[src/rtl/seq_div_unit.sv]
// Multi-cycle restoring divider with start/done handshake, runtime signed/unsigned
// mode, and divide-by-zero / signed-overflow flags.
module seq_div_unit #(
  parameter int WIDTH = 8,
  parameter int CNT_W = $clog2(WIDTH)
) (
  input  logic             clk,
  input  logic             rst,
  input  logic             start,
  input  logic             is_signed,
  input  logic [WIDTH-1:0] dividend,
  input  logic [WIDTH-1:0] divisor,
  output logic [WIDTH-1:0] quotient,
  output logic [WIDTH-1:0] remainder,
  output logic             busy,
  output logic             done,
  output logic             dbz,
  output logic             ovf,
  output logic [2:0]       state
);

  typedef enum logic [2:0] {
    S_IDLE  = 3'd0,
    S_SHIFT = 3'd1,
    S_SUB   = 3'd2,
    S_FIX   = 3'd3,
    S_DONE  = 3'd4
  } state_t;

  localparam logic [WIDTH-1:0] MOST_NEG = {1'b1, {(WIDTH-1){1'b0}}};
  localparam logic [CNT_W-1:0] LAST_CNT = CNT_W'(WIDTH - 1);

  state_t           state_q, state_d;
  logic [WIDTH:0]   r_q, r_d;
  logic [WIDTH-1:0] q_q, q_d;
  logic [WIDTH-1:0] d_q, d_d;
  logic [CNT_W-1:0] cnt_q, cnt_d;
  logic             sgn_q, sgn_d;
  logic             dvd_neg_q, dvd_neg_d;
  logic             dvs_neg_q, dvs_neg_d;
  logic             ovf_case_q, ovf_case_d;
  logic [WIDTH-1:0] quot_q, quot_d;
  logic [WIDTH-1:0] rem_q, rem_d;
  logic             dbz_q, dbz_d;
  logic             ovf_q, ovf_d;

  logic [WIDTH:0]   trial;
  logic [WIDTH-1:0] dvd_mag;
  logic [WIDTH-1:0] dvs_mag;

  // Magnitudes at WIDTH bits: the most-negative value maps onto 2^(WIDTH-1) unsigned.
  assign dvd_mag = (is_signed && dividend[WIDTH-1]) ? -dividend : dividend;
  assign dvs_mag = (is_signed && divisor[WIDTH-1])  ? -divisor  : divisor;
  assign trial   = r_q - {1'b0, d_q};

  always_comb begin
    state_d    = state_q;
    r_d        = r_q;
    q_d        = q_q;
    d_d        = d_q;
    cnt_d      = cnt_q;
    sgn_d      = sgn_q;
    dvd_neg_d  = dvd_neg_q;
    dvs_neg_d  = dvs_neg_q;
    ovf_case_d = ovf_case_q;
    quot_d     = quot_q;
    rem_d      = rem_q;
    dbz_d      = dbz_q;
    ovf_d      = ovf_q;

    case (state_q)
      S_IDLE: begin
        if (start) begin
          if (divisor == '0) begin
            dbz_d   = 1'b1;
            ovf_d   = 1'b0;
            quot_d  = '1;
            rem_d   = dividend;
            state_d = S_DONE;
          end else begin
            dbz_d      = 1'b0;
            ovf_d      = 1'b0;
            cnt_d      = '0;
            sgn_d      = is_signed;
            dvd_neg_d  = is_signed & dividend[WIDTH-1];
            dvs_neg_d  = is_signed & divisor[WIDTH-1];
            ovf_case_d = is_signed && (dividend == MOST_NEG) && (divisor == '1);
            q_d        = dvd_mag;
            d_d        = dvs_mag;
            r_d        = '0;
            state_d    = S_SHIFT;
          end
        end
      end
      S_SHIFT: begin
        r_d     = {r_q[WIDTH-1:0], q_q[WIDTH-1]};
        q_d     = {q_q[WIDTH-2:0], 1'b0};
        state_d = S_SUB;
      end
      S_SUB: begin
        if (!trial[WIDTH]) begin
          r_d = trial;
          q_d = {q_q[WIDTH-1:1], 1'b1};
        end
        cnt_d   = cnt_q + CNT_W'(1);
        state_d = (cnt_q == LAST_CNT) ? S_FIX : S_SHIFT;
      end
      S_FIX: begin
        if (ovf_case_q) begin
          quot_d = MOST_NEG;
          rem_d  = '0;
          ovf_d  = 1'b1;
        end else begin
          quot_d = (sgn_q && (dvd_neg_q ^ dvs_neg_q)) ? -q_q : q_q;
          rem_d  = (sgn_q && dvd_neg_q) ? -r_q[WIDTH-1:0] : r_q[WIDTH-1:0];
        end
        state_d = S_DONE;
      end
      S_DONE: begin
        state_d = S_IDLE;
      end
      default: begin
        state_d = S_IDLE;
      end
    endcase
  end

  always_ff @(posedge clk or posedge rst) begin
    if (rst) begin
      state_q    <= S_IDLE;
      r_q        <= '0;
      q_q        <= '0;
      d_q        <= '0;
      cnt_q      <= '0;
      sgn_q      <= 1'b0;
      dvd_neg_q  <= 1'b0;
      dvs_neg_q  <= 1'b0;
      ovf_case_q <= 1'b0;
      quot_q     <= '0;
      rem_q      <= '0;
      dbz_q      <= 1'b0;
      ovf_q      <= 1'b0;
    end else begin
      state_q    <= state_d;
      r_q        <= r_d;
      q_q        <= q_d;
      d_q        <= d_d;
      cnt_q      <= cnt_d;
      sgn_q      <= sgn_d;
      dvd_neg_q  <= dvd_neg_d;
      dvs_neg_q  <= dvs_neg_d;
      ovf_case_q <= ovf_case_d;
      quot_q     <= quot_d;
      rem_q      <= rem_d;
      dbz_q      <= dbz_d;
      ovf_q      <= ovf_d;
    end
  end

  assign quotient  = quot_q;
  assign remainder = rem_q;
  assign dbz       = dbz_q;
  assign ovf       = ovf_q;
  assign busy      = (state_q != S_IDLE);
  assign done      = (state_q == S_DONE);
  assign state     = state_q;

endmodule

[config.mk]
export PLATFORM = sky130hd
export DESIGN_NAME = seq_div_unit
export DESIGN_NICKNAME = d
export VERILOG_FILES = /design/src/rtl/seq_div_unit.sv
export SDC_FILE = /design/constraint.sdc
export NUM_CORES = 1
export LEC_CHECK = 0
export ABC_CLOCK_PERIOD_IN_PS = 2470
export CAP_MARGIN = 25
export CORE_UTILIZATION = 45
export CTS_BUF_LIST = sky130_fd_sc_hd__clkbuf_2 sky130_fd_sc_hd__clkbuf_4 sky130_fd_sc_hd__clkbuf_8
export DETAILED_ROUTE_END_ITERATION = 10
export PLACE_DENSITY = 0.8
export SYNTH_ARGS = -nofsm -noshare
export SYNTH_HDL_FRONTEND = slang
export SYNTH_SLANG_ARGS = --single-unit
[constraint.sdc]
create_clock -name clk -period 2.47 [get_ports clk]
set_input_delay 0.494 -clock clk [delete_from_list [all_inputs] [get_ports clk]]
set_output_delay 0.494 -clock clk [all_outputs]
set_load 0.01 [all_outputs]
==> impl_metrics.yaml <==
status:
  status: "completed"
critical_path:
  path_common_cell: "inv_1"
  crit_fanout: 3
  worst-setup-path-type: "flop to flop"
  endpoint_kind: "flop"
  r2r_cells: 11
  slowest_delay_ns: 0.39
  critPathSlowestCell: "dfrtp_1"
  worstSetupStartpoint: "r_q[0]"
  r2r_slack_ns: 0.14
  critical_path.cell_chain: "inv_1 > ha_1 > inv_1 > fa_2 > nand3_1 > a21oi_1 > and3b_1 > xnor2_2 > a21oi_4 > buf_12 > mux2_4"
  cp.arrival_ns: 2.52
  cp_top_family: "adder cells"
  path_buf_inv: 3
  reg2reg_from: "r_q[0]"
  worst_ep_required_time_ns: 2.66
  worst_setup_path_start_kind: "flop"
  r2r_end: "r_q[4]"
cts:
  cts_hold_buf: 0
  clk_pin_slew_ns: 0.09
  clkSinkCount: 53
  htree_num_levels: 2
  cts_buffer_depth: 2
  cts_buffers: 5
  insertion_delay_ns: 0.30
  tritoncts: "yes"
  clockRootBuffer: "clkbuf_8"
global_route:
  grtUsageMet2_pct: 37.4
  use_met1_pct: 30.8
  met3_usage_pct: 2.73
  grt_use_total_pct: 22.4
  grt_max_degree: 54
  busiest_layer: "met2"
  antenna_found_initial: 0
  grt_overflow: 0
  first_global_vias: 2864
  grt_pass1_wl_um: 13400
detailed_routing:
  routed_wl_um: 8230
  drc: 0
  via_count: 2924
  postRouteAntennaNets: 0
  drtIter0Drc: 184
  via_per_inst: 5.60
  dr.pass1.iters: 4
  wl_per_cell_um: 15.8
worst_hold_path:
  hp-start: "d_q[1]"
  hold_class: "flop to flop"
  whs_endpoint: "d_q[1]"
  hold_depth: 2
finish:
  area_delta_synth_final_pct: 25.9
  fillers: 580
  layout-drive-gt1-share_pct: 14.1
  diodes: 0
  final_area_um2: 4170
  finalNetCount: 461
floorplan:
  core_um2: 6940
  die_w_um: 87.8
  die_h_um: 87.8
  rows: 30
  die_area_um2: 7710
  start_util_pct: 47.7
  boundaryPins: 43
sta:
  tightest_slew_ns: 0.535
  finalHoldViolCount: 0
  holdWs_ns: 0.504
  min_period_ns: 2.33
  slew_viol_final: 0
  finalCritPeriodShare_pct: 94.4
  relSlewSlack_pct: 64.2
  fin_setup_tns_ns: 0
  setup_viol_count_final: 0
  fmaxAchievable_mhz: 429
  rsz0062_at_grt: "no"
  fin_skew_ns: 0.00522
pwr:
  power_density_nw_per_um2: 1190
  ir_drop_uv: 608
  p_leak_nw: 1.83
  power_mw: 4.97
yosys:
  ys_warn_count: 0
  synth_cell_types: 51
  synth.avg_cell_area_um2: 9.28
  synthTopCellsByArea: "dfrtp_1, ha_1, mux2i_1"
  netlist_area_um2: 3310
  synth.most_common_cell: "dfrtp_1"
  synth.net_count: 393
  synthTopCellsByCount: "dfrtp_1, nand2_1, nor2_1"
  syn_inst: 357
  synth-async-reset-ratio_pct: 100
  synth_seq_cells: 53
  synth_edf_count: 0
  netlist.area_leader.share_pct: 40.0
  synth_seq_area_share_pct: 40.0
  yosys.area.top_type: "dfrtp_1"
  synthFlopType: "dfrtp_1"
placed_design:
  placed_area_um2: 4040
  routabilityCongestion: 0.930
  dp_hpwl_um: 6450
  portBuffers: 42
flow_run:
  max-cap-violations: 0
==> where the power goes <==
group	switching, mW	internal, mW	total [mW]
clock	0.270	0.254	0.523
sequential	0.336	1.23	1.56
combinational	1.46	1.42	2.88
total	2.07	2.90	4.97
==> tightest hold or removal path, stage by stage, from the launching register on <==
cell	delay, ns
dfrtp_1	0.35
nand2_1	0.05
o21ai_0	0.06
==> cell families after synthesis <==
group	count (synthesis)	share of synthesized area (%)
simple gates	110	16.9
mux	19	6.42
fa+ha+maj	16	6.27
compound gates	96	18.8
buf+inv	37	4.76
flops	53	40.0
xor+xnor	26	6.87
==> cells in the final DEF, fill, tap and decap left out, types with 5 or more instances in the layout <==
cell	instances
a21oi_1	23
buf_4	28
clkbuf_8	7
clkdlybuf4s50_1	42
dfrtp_1	53
ha_1	15
inv_1	24
mux2i_1	13
nand2_1	33
nand2b_1	5
nor2_1	29
nor3_1	13
o21ai_0	25
o22ai_1	14
o31a_1	5
o31ai_1	5
xnor2_1	12
xor2_1	13
==> through the flow <==
stage                     utilization, %  setup slack (ns)  std cells
after floorplan                        -             0.107        357
after global placement              58.2             0.147        513
after detailed placement            58.2            0.0698        513
after CTS                           59.7            0.0663        521
after global routing                60.1            0.0307        522
final                               60.1             0.137        522
==> flip-flops by register name (all words and copies together) (netlist names) <==
signal,cells
r_q,9
d_q,8
q_q,8
quotient,8
remainder,8
cnt_q,3
state,3
dbz,1
dvd_neg_q,1
dvs_neg_q,1
ovf,1
ovf_case_q,1
sgn_q,1
==> repair_timing <==
item / 4_1_cts / 5_1_grt
setup buffers: 0 / 1
setup endpoints to repair: 0 / 9
resized for setup: 0 / 2
endpoints found under the hold margin: 0 / 0
==> layout make-up <==
class	instances	area (µm²)	area share [%]
Timing Repair Buffer	73	691	16.6
Tap cell	96	120	2.88
Multi-Input combinational cell	267	1840	44.1
Clock buffer	7	96.3	2.31
Clock inverter	1	5.00	0.120
Inverter	25	93.8	2.25
Sequential cell	53	1330	31.8
==> worst max path at each step <==
| stage | to | slack, ns | cells past startpoint |
|---|---|---|---|
| after floorplan | r_q[2] | 0.11 | 10 |
| after global placement | r_q[0] | 0.15 | 9 |
| after detailed placement | r_q[0] | 0.07 | 9 |
| after CTS | r_q[8] | 0.07 | 11 |
| after global routing | r_q[4] | 0.03 | 11 |
| final | r_q[4] | 0.14 | 11 |
==> routing by layer <==
| metal | vias up | routed length (µm) |
|---|---|---|
| met5 | - | 0 |
| met4 | 0 | 131 |
| met3 | 14 | 418 |
| met2 | 85 | 4030 |
| met1 | 1419 | 3650 |
| li1 | 1406 | - |
(Power assumes the default switching activity.)
==> RTL change 1, RTL diff (config.mk and constraints unchanged) <==
Make the reset (`rst`) synchronous in one clocked block.
--- a/src/rtl/seq_div_unit.sv
+++ b/src/rtl/seq_div_unit.sv
@@ -126,5 +126,5 @@
   end
 
-  always_ff @(posedge clk or posedge rst) begin
+  always_ff @(posedge clk) begin
     if (rst) begin
       state_q    <= S_IDLE;
Function: differs if rst is asserted again (counterexample within 4 cycles, from zero or initial values and one cycle with rst high); with rst held inactive, the same outputs for 10 cycles.
==> RTL change 1 against the unedited design <==
  * Routed wire length is 9.8% higher
  * Worst setup slack worse by 59 ps
  * First-iteration DRC count is 21% higher
  * Cell area is 1.1% lower
  * Non-clock buffer count is 2 higher
  * Via count is 14% higher
  * Sequential cell count stayed put
  * Critical path depth is 2 lower
  * Area after synthesis is 0.26% lower
  * Critical path type unchanged
  * Largest cell class unchanged
Power is not compared: it rests on default switching activity, and its combinational part moved more than twofold at a synthesized area within 25%.
==> RTL change 1: results (changes against the unedited design) <==
* Top post-synthesis cells by area: dfxtp_1 32%, nor2_1 7.5%, a211oi_1 6.4%
* Met3 WL post-DR at 662 um (+58%)
* Post-CTS sizing at 3 (+3)
* Clk_skew at 10.40 ps (+5.181 ps)
* Initial DRC count at 223 (+21%)
* Leakage at 1.591 nW
* Fill count at 617 (+6.4%)
* Total track usage at 24.26% (+1.9 points)
* Final HPWL DP at 6.920 mm (+7.3%)
* Yosys cell types at 58 (+14%)
* Commonest cells post-synth: 66 x nor2_1, 53 x dfxtp_1, 34 x a21oi_1
* Post-Route WL at 9.035 mm (+9.8%)
* TritonRoute pass-1 iters at 5 (+1)
* Met2 wire length at 4.186 mm (+3.9%)
* Max stage delay on crit path at roughly 380 ps
* Placed cell area at 0.003976 sq mm (-1.6%)
* WL per Instance at 15.80 um (+0.16%)
* Met1 wire length at 4.046 mm (+11%)
* Cells after synthesis at 413 (+16%)
* Vias in the first global route at 3013 (+5.2%)
* Final Wtd Congestion at 0.9275 (-0.24%)
* Slew HR at 64.63% (+0.41 points)
* Syn_nets at 449 (+14%)
* Crit path launch: d_q[0]$_SDFFE_PP0P_
* Clock slew at reported path FFs at ~100 ps
* Final nets at 511 (+11%)
* CP max FO at 7 (+4)
* Outcome: finished clean
* Post-CTS Setup Repair Bufs at 1 (+1)
* Crit-path slowest cell: dfxtp_1
* Post-synthesis sequential area ratio at 32.10% (-7.9 points)
* Largest net degree at the start of global routing at 27 (-50%)
* Most flops, register: r_q
* Fraction of layout cells with a size suffix above 1 at 14.29% (+0.20 points)
* CP delay by family, top: simple AND/OR/NAND/NOR gates
* Synth async-reset ratio at 0% (-100 points)
* Vias at 3323 (+14%)
* # diodes at 0 (unchanged)
* First-pass GRT wire length at 14.39 mm (+7.1%)
* Max FFs per register at 9 (unchanged)
* Post-Place Cells at 561 (+9.4%)
* Pre-CTS worst setup slack at -138.5 ps (-208.3 ps)
* Post-synth top flop: dfxtp_1
* Crit path arrival time at 2570 ps (+50 ps)
* Hold Crit Start: d_q[7]$_SDFFE_PP0P_
RTL change 1: changes by cell type after synthesis, sizes merged, moves of 14 or more:
cell,change
dfrtp,-53
dfxtp,+53
o22ai,-14
nor2,+34
o21ai,-14
a211oi,+29
RTL change 1: area by class of cell:
type / count / area (sq um) / share of cell area, %
Multi-Input combinational cell: 316 / 2086 / 50.56
Sequential cell: 53 / 1062 / 25.75
Timing Repair Buffer: 75 / 675.6 / 16.38
Tap cell: 96 / 120.1 / 2.912
Inverter: 24 / 90.09 / 2.184
Clock buffer: 6 / 76.32 / 1.850
Clock inverter: 2 / 15.01 / 0.3640
RTL change 1: kinds of logic (layout without fill, tap and decap cells):
logic type	after synthesis	in the layout	share of synthesized area, %
multiplexers	6	6	1.893
adder cells (fa/ha/maj)	16	16	6.283
AO/OA/AOI/OAI	119	119	24.72
flip-flops	53	53	32.10
buffers and inverters	45	107	6.056
AND/OR/NAND/NOR	150	151	22.60
XOR/XNOR	24	24	6.359
RTL change 1: per-layer routing:
| metal | vias to the layer above | global-route usage, % |
|---|---|---|
| li1 | 1613 | - |
| met1 | 1544 | 33.55 |
| met2 | 147 | 39.68 |
| met3 | 19 | 3.393 |
| met4 | 0 | 6.259 |
| met5 | - | 0 |
RTL change 1: path summary, 6_finish.rpt:
kind / to / slack [ps] / cells past startpoint
setup / recovery: r_q[4]$_SDFFE_PP0P_ / 80 / 9
hold / removal: d_q[7]$_SDFFE_PP0P_ / 470 / 2
setup reg to reg: r_q[4]$_SDFFE_PP0P_ / 80 / 9
hold reg to reg: d_q[7]$_SDFFE_PP0P_ / 470 / 2
RTL change 1: report_power, final:
part           switching, mW  internal [mW]
registers             0.0534          0.903
clock network          0.294          0.211
logic                  0.358          0.290
==> RTL change 2, RTL diff (same settings) <==
Without the edit above. `WIDTH`: 8 -> 16.
--- a/src/rtl/seq_div_unit.sv
+++ b/src/rtl/seq_div_unit.sv
@@ -2,5 +2,5 @@
 // mode, and divide-by-zero / signed-overflow flags.
 module seq_div_unit #(
-  parameter int WIDTH = 8,
+  parameter int WIDTH = 16,
   parameter int CNT_W = $clog2(WIDTH)
 ) (
Interface: changed (resized dividend, divisor, quotient and remainder); port bits go from 43 to 75. The function was not compared with the original's and may differ.
==> RTL change 2 against the unedited design <==
  * The flow now finishes with violations (setup timing)
  * Sequential power rose by 80%
  * Sequential cell count grew 41
  * Via count grew 110%
  * Routed wire length is 110% higher
  * Total power grew 120%
  * Area after synthesis is 90% higher
  * Cell area up 100%
  * Fmax decreased by 6.6%
  * Hold slack got worse by 15 ps
  * Largest cell class unchanged
  * Cell count is 100% higher
  * Sequential share of layout area shrank 4.0 points
  * Worst setup slack got worse by 160 ps
==> RTL change 2: results (changes against the unedited design) <==
* Max FFs per register at 17 (+8)
* Worst Slack Setup Final at -27.56 ps (-164.8 ps)
* # port buffers at 74 (+76%)
* Largest net degree at the start of global routing at 95 (+76%)
* Total track usage at 25.64% (+3.2 points)
* Hold EP: dbz$_DFFE_PP0P_
* Outcome: finished with violations
* Max stage delay on crit path at 410 ps (+20 ps)
* Total negative slack at -141.9 ps (-141.9 ps)
* CP max FO at 15 (+12)
* Vias at 6060 (+110%)
* Clk pwr share at 10.3% (-0.2 points)
* Hold Crit Start: dbz$_DFFE_PP0P_
* Clk_lat worst skew at 380 ps (+80 ps)
* # H-tree levels at 3 (+1)
* Failing checks: setup timing
* Internal Power at 6.227 mW (+110%)
* Placed cell area at 0.008077 sq mm (+100%)
* CTS Buf Count at 9 (+4)
* Yosys cell types at 66 (+29%)
* First-pass GRT wire length at 29.13 mm (+120%)
* # setup viols final at 8 (+8)
* Top post-synthesis cells by area: dfrtp_1 37%, o21ai_0 5.7%, xnor2_1 5.3%
* Clk_skew at 9.306 ps (+4.085 ps)
* Hold WS at 488.2 ps (-15.32 ps)
* Leakage at 3.620 nW (+98%)
* Synth top area share at 37.32% (-2.7 points)
* Post-Route WL at 17.70 mm (+110%)
* Peak supply drop at 0.0005487 V (-9.7%)
* Syn_nets at 760 (+93%)
* Post-Place Cells at 1037 (+100%)
* Crit path arrival time at 2770 ps (+250 ps)
* Slew HR at 33.93% (-30 points)
* Fraction of layout cells with a size suffix above 1 at 22.15% (+8.1 points)
* Vias in the first global route at 5928 (+110%)
* Commonest cells post-synth: 94 x dfrtp_1, 72 x o21ai_0, 60 x nand2_1
* Number of vias per cell at 5.712 (+2.0%)
* TritonRoute pass-1 iters at 8 (+4)
* Pre-CTS worst setup slack at -494.5 ps (-564.3 ps)
* Hold depth at 1 (-1)
==> RTL change 2: kinds of logic after synthesis <==
logic type	after synthesis	share of synthesized area, %
simple gates	195	15.92
compound gates	221	22.13
xor+xnor	63	8.753
mux	36	6.431
flops	94	37.32
buf+inv	69	4.764
fa+ha+maj	23	4.684
==> RTL change 2: layout make-up <==
cell class | count | area [sq um] | share of cell area, %
timing repair buffer | 206 | 1833 | 21.67
clock inverter | 5 | 75.07 | 0.8873
multi-input combinational | 538 | 3725 | 44.03
inverter | 32 | 123.9 | 1.464
tap | 176 | 220.2 | 2.603
sequential | 94 | 2352 | 27.80
clock buffer | 10 | 131.4 | 1.553
==> RTL change 2: per-layer routing <==
metal	vias up	wire [um]	GRT usage, %
li1	2898	-	-
met1	2919	7480	30.64
met2	205	8900	45.87
met3	38	886	5.566
met4	0	428	7.716
met5	-	0	0
==> RTL change 2: worst max-delay path by stage <==
| stage | cells after the start | slack, ps | from | endpoint |
|---|---|---|---|---|
| 5_1_grt | 11 | -180 | r_q[0]$_DFFE_PP0P_ | r_q[13]$_DFFE_PP0P_ |
| 2_1_floorplan | 11 | -110 | r_q[0]$_DFFE_PP0P_ | q_q[0]$_DFFE_PP0P_ |
| 6_report | 11 | -30 | r_q[0]$_DFFE_PP0P_ | r_q[12]$_DFFE_PP0P_ |
| 3_5_place_dp | 11 | -490 | r_q[0]$_DFFE_PP0P_ | r_q[0]$_DFFE_PP0P_ |
| 4_1_cts | 11 | -30 | r_q[0]$_DFFE_PP0P_ | r_q[4]$_DFFE_PP0P_ |
| 3_3_place_gp | 9 | -410 | divisor[0] | remainder[4]$_DFFE_PP0P_ |
==> RTL change 2: timing repair <==
action,in CTS,in global routing
cloned,1,0
gates resized for setup,17,4
pin swaps,7,4
endpoints found under the setup margin,39,78
buffers inserted,8,0
